`src/rtl/display_timing_gen.sv`:
```
// rtl/display_timing_gen.sv - runtime-reprogrammable pixel timing generator
// Frame-boundary config apply through a shadow set, optional equal-latency output delay line.
module display_timing_gen #(
  parameter int CW         = 12,
  parameter int DEF_H_RES  = 640,
  parameter int DEF_H_FP   = 16,
  parameter int DEF_H_SYNC = 96,
  parameter int DEF_H_BP   = 48,
  parameter int DEF_V_RES  = 480,
  parameter int DEF_V_FP   = 10,
  parameter int DEF_V_SYNC = 2,
  parameter int DEF_V_BP   = 33,
  parameter bit DEF_H_POL  = 1'b0,
  parameter bit DEF_V_POL  = 1'b0,
  parameter int PIPE_DELAY = 0,
  parameter int FCW        = 16
) (
  input  logic                 i_pixel_clk,
  input  logic                 i_reset,
  input  logic                 i_enable,
  input  logic                 i_cfg_wr,
  input  logic [CW-1:0]        i_cfg_h_res,
  input  logic [CW-1:0]        i_cfg_h_fp,
  input  logic [CW-1:0]        i_cfg_h_sync,
  input  logic [CW-1:0]        i_cfg_h_bp,
  input  logic [CW-1:0]        i_cfg_v_res,
  input  logic [CW-1:0]        i_cfg_v_fp,
  input  logic [CW-1:0]        i_cfg_v_sync,
  input  logic [CW-1:0]        i_cfg_v_bp,
  input  logic                 i_cfg_h_pol,
  input  logic                 i_cfg_v_pol,
  output logic [2:0]           o_hvesync,
  output logic                 o_frame_start,
  output logic                 o_line_start,
  output logic signed [CW:0]   o_x,
  output logic signed [CW:0]   o_y,
  output logic [FCW-1:0]       o_frame_count,
  output logic                 o_cfg_pending,
  output logic                 o_cfg_err
);

  typedef struct packed {
    logic [CW-1:0] h_res;
    logic [CW-1:0] h_fp;
    logic [CW-1:0] h_sync;
    logic [CW-1:0] h_bp;
    logic [CW-1:0] v_res;
    logic [CW-1:0] v_fp;
    logic [CW-1:0] v_sync;
    logic [CW-1:0] v_bp;
    logic          h_pol;
    logic          v_pol;
  } timing_t;

  typedef struct packed {
    logic [2:0]  hvesync;
    logic        frame_start;
    logic        line_start;
    logic [CW:0] x;
    logic [CW:0] y;
  } tap_t;

  localparam timing_t DEF_TIMING = '{
    h_res:  CW'(DEF_H_RES),  h_fp: CW'(DEF_H_FP), h_sync: CW'(DEF_H_SYNC), h_bp: CW'(DEF_H_BP),
    v_res:  CW'(DEF_V_RES),  v_fp: CW'(DEF_V_FP), v_sync: CW'(DEF_V_SYNC), v_bp: CW'(DEF_V_BP),
    h_pol:  DEF_H_POL,       v_pol: DEF_V_POL
  };
  localparam logic signed [CW:0] S_ONE = (CW+1)'(1);
  localparam logic [CW-1:0]      ZERO  = {CW{1'b0}};

  // Blanking coordinates are negative offsets from the first active pixel.
  function automatic logic signed [CW:0] neg_sum3(input logic [CW-1:0] a,
                                                  input logic [CW-1:0] b,
                                                  input logic [CW-1:0] c);
    logic [CW:0] s;
    s = {1'b0, a} + {1'b0, b} + {1'b0, c};
    return -$signed(s);
  endfunction

  timing_t            act;
  timing_t            shadow;
  timing_t            wr_timing;
  timing_t            next_act;
  logic               pending;
  logic               cfg_err;
  logic               wr_valid;
  logic               h_last;
  logic               v_last;
  logic               frame_wrap;
  logic               hsync;
  logic               vsync;
  logic signed [CW:0] x;
  logic signed [CW:0] y;
  logic signed [CW:0] h_start;
  logic signed [CW:0] v_start;
  logic signed [CW:0] hs_start;
  logic signed [CW:0] hs_end;
  logic signed [CW:0] vs_start;
  logic signed [CW:0] vs_end;
  logic signed [CW:0] h_max;
  logic signed [CW:0] v_max;
  logic signed [CW:0] next_h_start;
  logic signed [CW:0] next_v_start;
  logic [FCW-1:0]     frame_count;
  tap_t               cur_tap;
  tap_t               out_tap;
  tap_t               reset_tap;

  assign wr_timing = '{
    h_res: i_cfg_h_res, h_fp: i_cfg_h_fp, h_sync: i_cfg_h_sync, h_bp: i_cfg_h_bp,
    v_res: i_cfg_v_res, v_fp: i_cfg_v_fp, v_sync: i_cfg_v_sync, v_bp: i_cfg_v_bp,
    h_pol: i_cfg_h_pol, v_pol: i_cfg_v_pol
  };
  assign wr_valid = (|i_cfg_h_res) && (|i_cfg_h_sync) && (|i_cfg_v_res) && (|i_cfg_v_sync);

  assign h_start  = neg_sum3(act.h_fp, act.h_sync, act.h_bp);
  assign v_start  = neg_sum3(act.v_fp, act.v_sync, act.v_bp);
  assign hs_start = neg_sum3(ZERO, act.h_sync, act.h_bp);
  assign vs_start = neg_sum3(ZERO, act.v_sync, act.v_bp);
  assign hs_end   = neg_sum3(ZERO, ZERO, act.h_bp);
  assign vs_end   = neg_sum3(ZERO, ZERO, act.v_bp);
  assign h_max    = $signed({1'b0, act.h_res}) - S_ONE;
  assign v_max    = $signed({1'b0, act.v_res}) - S_ONE;

  assign h_last     = (x == h_max);
  assign v_last     = (y == v_max);
  assign frame_wrap = i_enable && h_last && v_last;

  // The first pixel of a new frame must already use the newly applied timing.
  assign next_act     = (frame_wrap && pending) ? shadow : act;
  assign next_h_start = neg_sum3(next_act.h_fp, next_act.h_sync, next_act.h_bp);
  assign next_v_start = neg_sum3(next_act.v_fp, next_act.v_sync, next_act.v_bp);

  assign hsync = (x >= hs_start && x < hs_end) ? act.h_pol : !act.h_pol;
  assign vsync = (y >= vs_start && y < vs_end) ? act.v_pol : !act.v_pol;

  assign cur_tap = '{
    hvesync:     {(!x[CW] && !y[CW]), vsync, hsync},
    frame_start: (x == h_start) && (y == v_start),
    line_start:  (x == h_start),
    x:           x,
    y:           y
  };

  assign reset_tap = '{
    hvesync:     {1'b0, !DEF_V_POL, !DEF_H_POL},
    frame_start: 1'b0,
    line_start:  1'b0,
    x:           neg_sum3(DEF_TIMING.h_fp, DEF_TIMING.h_sync, DEF_TIMING.h_bp),
    y:           neg_sum3(DEF_TIMING.v_fp, DEF_TIMING.v_sync, DEF_TIMING.v_bp)
  };

  always_ff @(posedge i_pixel_clk) begin
    if (i_reset) begin
      act         <= DEF_TIMING;
      shadow      <= '0;
      pending     <= 1'b0;
      cfg_err     <= 1'b0;
      x           <= $signed(reset_tap.x);
      y           <= $signed(reset_tap.y);
      frame_count <= '0;
    end else begin
      cfg_err <= i_cfg_wr && !wr_valid;
      if (i_enable) begin
        if (h_last) begin
          x <= next_h_start;
          if (v_last) begin
            y           <= next_v_start;
            act         <= next_act;
            frame_count <= frame_count + FCW'(1);
          end else begin
            y <= y + S_ONE;
          end
        end else begin
          x <= x + S_ONE;
        end
      end
      // A write landing on the apply cycle re-arms pending for the following wrap.
      if (i_cfg_wr && wr_valid) begin
        shadow  <= wr_timing;
        pending <= 1'b1;
      end else if (frame_wrap) begin
        pending <= 1'b0;
      end
    end
  end

  generate
    if (PIPE_DELAY == 0) begin : g_nodelay
      assign out_tap = cur_tap;
    end else begin : g_delay
      tap_t stages [PIPE_DELAY];
      always_ff @(posedge i_pixel_clk) begin
        if (i_reset) begin
          for (int k = 0; k < PIPE_DELAY; k++) stages[k] <= reset_tap;
        end else if (i_enable) begin
          stages[0] <= cur_tap;
          for (int k = 1; k < PIPE_DELAY; k++) stages[k] <= stages[k-1];
        end
      end
      assign out_tap = stages[PIPE_DELAY-1];
    end
  endgenerate

  assign o_hvesync     = out_tap.hvesync;
  assign o_frame_start = out_tap.frame_start;
  assign o_line_start  = out_tap.line_start;
  assign o_x           = $signed(out_tap.x);
  assign o_y           = $signed(out_tap.y);
  assign o_frame_count = frame_count;
  assign o_cfg_pending = pending;
  assign o_cfg_err     = cfg_err;

endmodule

```
`config.mk`:
```
export PLATFORM = sky130hd
export DESIGN_NAME = display_timing_gen
export DESIGN_NICKNAME = d
export VERILOG_FILES = /design/src/rtl/display_timing_gen.sv
export SDC_FILE = /design/constraint.sdc
export NUM_CORES = 1
export LEC_CHECK = 0
export BUFFER_PORTS_ARGS = -buffer_cell sky130_fd_sc_hd__buf_2
export CORE_ASPECT_RATIO = 1.25
export CORE_MARGIN = 1
export CORE_UTILIZATION = 45
export DETAILED_ROUTE_END_ITERATION = 8
export MAX_ROUTING_LAYER = met4
export PLACE_DENSITY = 0.7
export SLEW_MARGIN = 0
export SYNTH_ARGS = -nofsm -noshare
export SYNTH_HDL_FRONTEND = slang
export SYNTH_SLANG_ARGS = --single-unit
```
`constraint.sdc`:
```
create_clock -name i_pixel_clk -period 8.26 [get_ports i_pixel_clk]
set_clock_uncertainty 0.2 [all_clocks]
set_input_delay 0 -clock i_pixel_clk [delete_from_list [all_inputs] [get_ports i_pixel_clk]]
set_output_delay 0 -clock i_pixel_clk [all_outputs]
set_load 0.05 [all_outputs]
```
==> flow_metrics.env <==
export IMPL_status="complete, no violations"
export IMPL_gp_congestion=0.9418
export IMPL_cts_path_max_buffers=3
export IMPL_first_pass_iters=5
export IMPL_p_int_uw=2020
export IMPL_fin_crit_ns=7.409
export IMPL_leakagePower_uw=0.009185
export IMPL_antenna_found_initial=0
export IMPL_drv_slew=0
export IMPL_dpl_hpwl_um=36180
export IMPL_fin_area_um2=20710
export IMPL_ir_drop_v=0.0001339
export IMPL_critPathMaxStageDelay_ns=0.57
export IMPL_final_setup_worst_slack_ns=0.8513
export IMPL_p_clk_share_pct=47.1
export IMPL_synth_flop_cell="dfxtp_1"
export IMPL_required_ns=8.52
export IMPL_period_share_pct=89.69
export IMPL_fmax_ghz=0.1350
export IMPL_yosys_cell_count_top_type="nand2_1"
export IMPL_rows=79
export IMPL_seq_area_um2=4805
export IMPL_path_cells="inv_1, ha_1, o21ba_2, a221oi_1, a41oi_1, nor4_1, o2111a_2, nand3_4, mux2_4, fa_1, inv_1, ha_1, ha_1, nor2b_1, o21ai_0, a21oi_1, o41ai_1, mux2i_1, nor4b_1, a31oi_1, a2bb2oi_1, dlygate4sd3_1"
export IMPL_syn_to_final_growth_pct=21.30
export IMPL_switchingPower_uw=661.5
export IMPL_path_max_fanout=39
export IMPL_grt_pass1_wl_um=78400
export IMPL_postSynthAreaPerCell_um2=8.501
export IMPL_syn_inst=2008
export IMPL_hold_viol_final=0
export IMPL_power_density_nw_per_um2=129.5
export IMPL_final_nets=2623
export IMPL_finalSetupViolCount=0
export IMPL_ioPinCount=151
export IMPL_path_clk_slew_ns=0.07
export IMPL_clock_latency_ns=0.57
export IMPL_start_kind="flip-flop"
export IMPL_ant_nets=0
export IMPL_tns_ns=0
export IMPL_power_frac_seq_pct=45.2
export IMPL_cts_sinks=240
export IMPL_synth_area_um2=17070
export IMPL_fillers=3362
export IMPL_maxCapViolations=0
export IMPL_postSynthRegisterBits=240
export IMPL_relSlewSlack_pct=21.79
export IMPL_die_w_um=176.2
export IMPL_n_antenna_cell=0
export IMPL_tightest_slew_ns=1.173
export IMPL_crit_top_cell="ha_1"
export IMPL_p_total_uw=2682
export IMPL_synth_edf_count=0
export IMPL_netlist_area_leader_share_pct=28.15
export IMPL_cts_tree="done"
export IMPL_wl_um=50070
export IMPL_grt_util_all_layers_pct=26.41
export IMPL_synth_area_top_cells="dfxtp_1 (28%), ha_1 (14%), nand2_1 (5.9%), fa_1 (5.9%), a21oi_1 (5.2%)"
export IMPL_yosys_warnings=0
export IMPL_drt_wirelength_per_cell_um=18.01
export IMPL_seq_area_frac_synth_pct=28.15
export IMPL_drc_errors=0
export IMPL_die_area_um2=38720
export IMPL_crit_type="reg -> reg"
export IMPL_post_dp_cell_area_um2=18140
export IMPL_clockRootBuffer="clkbuf_16"
export IMPL_worst_path_max_delay_cell="nand3_4"
export IMPL_hp_class="in -> reg"
export IMPL_overflow=0
export IMPL_swShare_pct=24.67
export IMPL_holdPathStages=4
export IMPL_rsz0062_at_grt="no"
export IMPL_grt_max_degree=130
export IMPL_dp_slack_ns=1.235
export IMPL_synth_largest_area_cell="dfxtp_1"
export IMPL_final_util_pct=55.57
export IMPL_cp_arrival_ns=7.67
export IMPL_vias=15340
export IMPL_viasPerCell=5.518
export IMPL_postCtsSetupBuffers=0
export IMPL_syn_nets=2357
export IMPL_cts_buffers=27
export IMPL_synthArstFlopShare_pct=0
export IMPL_io_buffers=150
export IMPL_yosys_cell_types_count=76
export IMPL_multiInputGateArea_um2=11270
export IMPL_drive_above_1_share_pct=11.68
export IMPL_synth_top_cells_by_count="nand2_1 (267), dfxtp_1 (240), ha_1 (197)"
export IMPL_coreArea_um2=37260
export IMPL_comb_power_share_pct=7.8
export IMPL_start_util_pct=45.81
export IMPL_reg2regPathDepth=22
export IMPL_dieHeight_um=219.8
export IMPL_grt_pass1_vias=15120
export IMPL_cp_end_kind="flip-flop"
export IMPL_htree_levels=1
export IMPL_drt_initial_drc_count=997
==> power groups by stage <==
stage	sequential [uW]	combinational, uW	clock [uW]
2_1_floorplan	1230	83.1	0
3_3_place_gp	1240	139	0
3_5_place_dp	1240	142	0
4_1_cts	1210	202	1290
5_1_grt	1210	226	1330
6_report	1210	208	1260
==> cell type report <==
type / instances / area share (%)
clock buffers: 35 / 3.601
inverters: 159 / 2.882
flip-flops and latches: 240 / 23.20
multi-input cells: 1518 / 54.44
clock inverters: 14 / 0.8278
well taps: 486 / 2.937
repair buffers: 328 / 12.10
==> worst paths after layout <==
path / start / end / slack [ns]
min: i_cfg_h_fp[7] / shadow[81] / 0.04
max: act[38] / o_x[11] / 0.85
min reg2reg: shadow[85] / shadow[85] / 0.26
max reg2reg: act[38] / o_x[11] / 0.85
==> routing by layer <==
layer  GRT usage, %  wire (um)
met1          28.33      19270
met5              -          0
met4          14.58       2822
met2          47.35      25780
met3          2.830       2195
==> metrics by stage <==
step                std cells  hold slack, ns
floorplan                2008        -0.06404
global placement         2566         0.03950
detailed placement       2566         0.04501
CTS                      2780        0.002507
global route             2780         0.03576
finish                   2780         0.03664
==> timing repair <==
action / 4_1_cts / 5_1_grt
hold buffers: 165 / 0
endpoints found under the hold margin: 162 / 0
resized for setup: 0 / 0
==> worst max-delay path, delay by kind of cell (launching register included) <==
family / cells / cell delay, ns
compound gates: 9 / 2.20
simple gates: 4 / 1.58
fa+ha+maj: 4 / 1.48
buf+inv: 3 / 0.69
mux: 2 / 0.69
flops: 1 / 0.43
==> cell families (layout without fill, tap and decap cells) <==
kind of cell	Yosys count	after routing	share of synthesized area (%)
simple gates	666	666	18.46
compound gates	362	362	13.11
buf+inv	250	536	5.930
fa+ha+maj	247	247	20.30
flops	240	240	28.15
xor+xnor	141	141	7.235
mux	102	102	6.809
==> cells in the final DEF, fill, tap and decap left out, drive strengths merged, types with 6 or more instances in the layout <==
master         n
nor4b          8
nand2b        15
ha           197
clkinv         6
nor2b         13
and3          19
buf          163
and2          22
or2            6
clkbuf        35
inv          162
fa            50
a21o          23
xor2          45
xnor2         96
nand3         42
nor3          52
nand2        267
a211oi        10
o211ai         7
mux2          31
nor2         146
o2111ai        8
o21bai         6
dlygate4sd3  165
o21ai         52
mux2i         71
a21oi        179
or3           10
dfxtp        240
nor4          32
nand4         14
a41oi          6
==> registers in the layout, summed over array words and instances (netlist names) <==
| register | count |
|---|---|
| o_y | 13 |
| act | 98 |
| o_frame_count | 16 |
| shadow | 98 |
| o_cfg_pending | 1 |
| o_cfg_err | 1 |
| o_x | 13 |
Power figures use the tool's default switching activity.
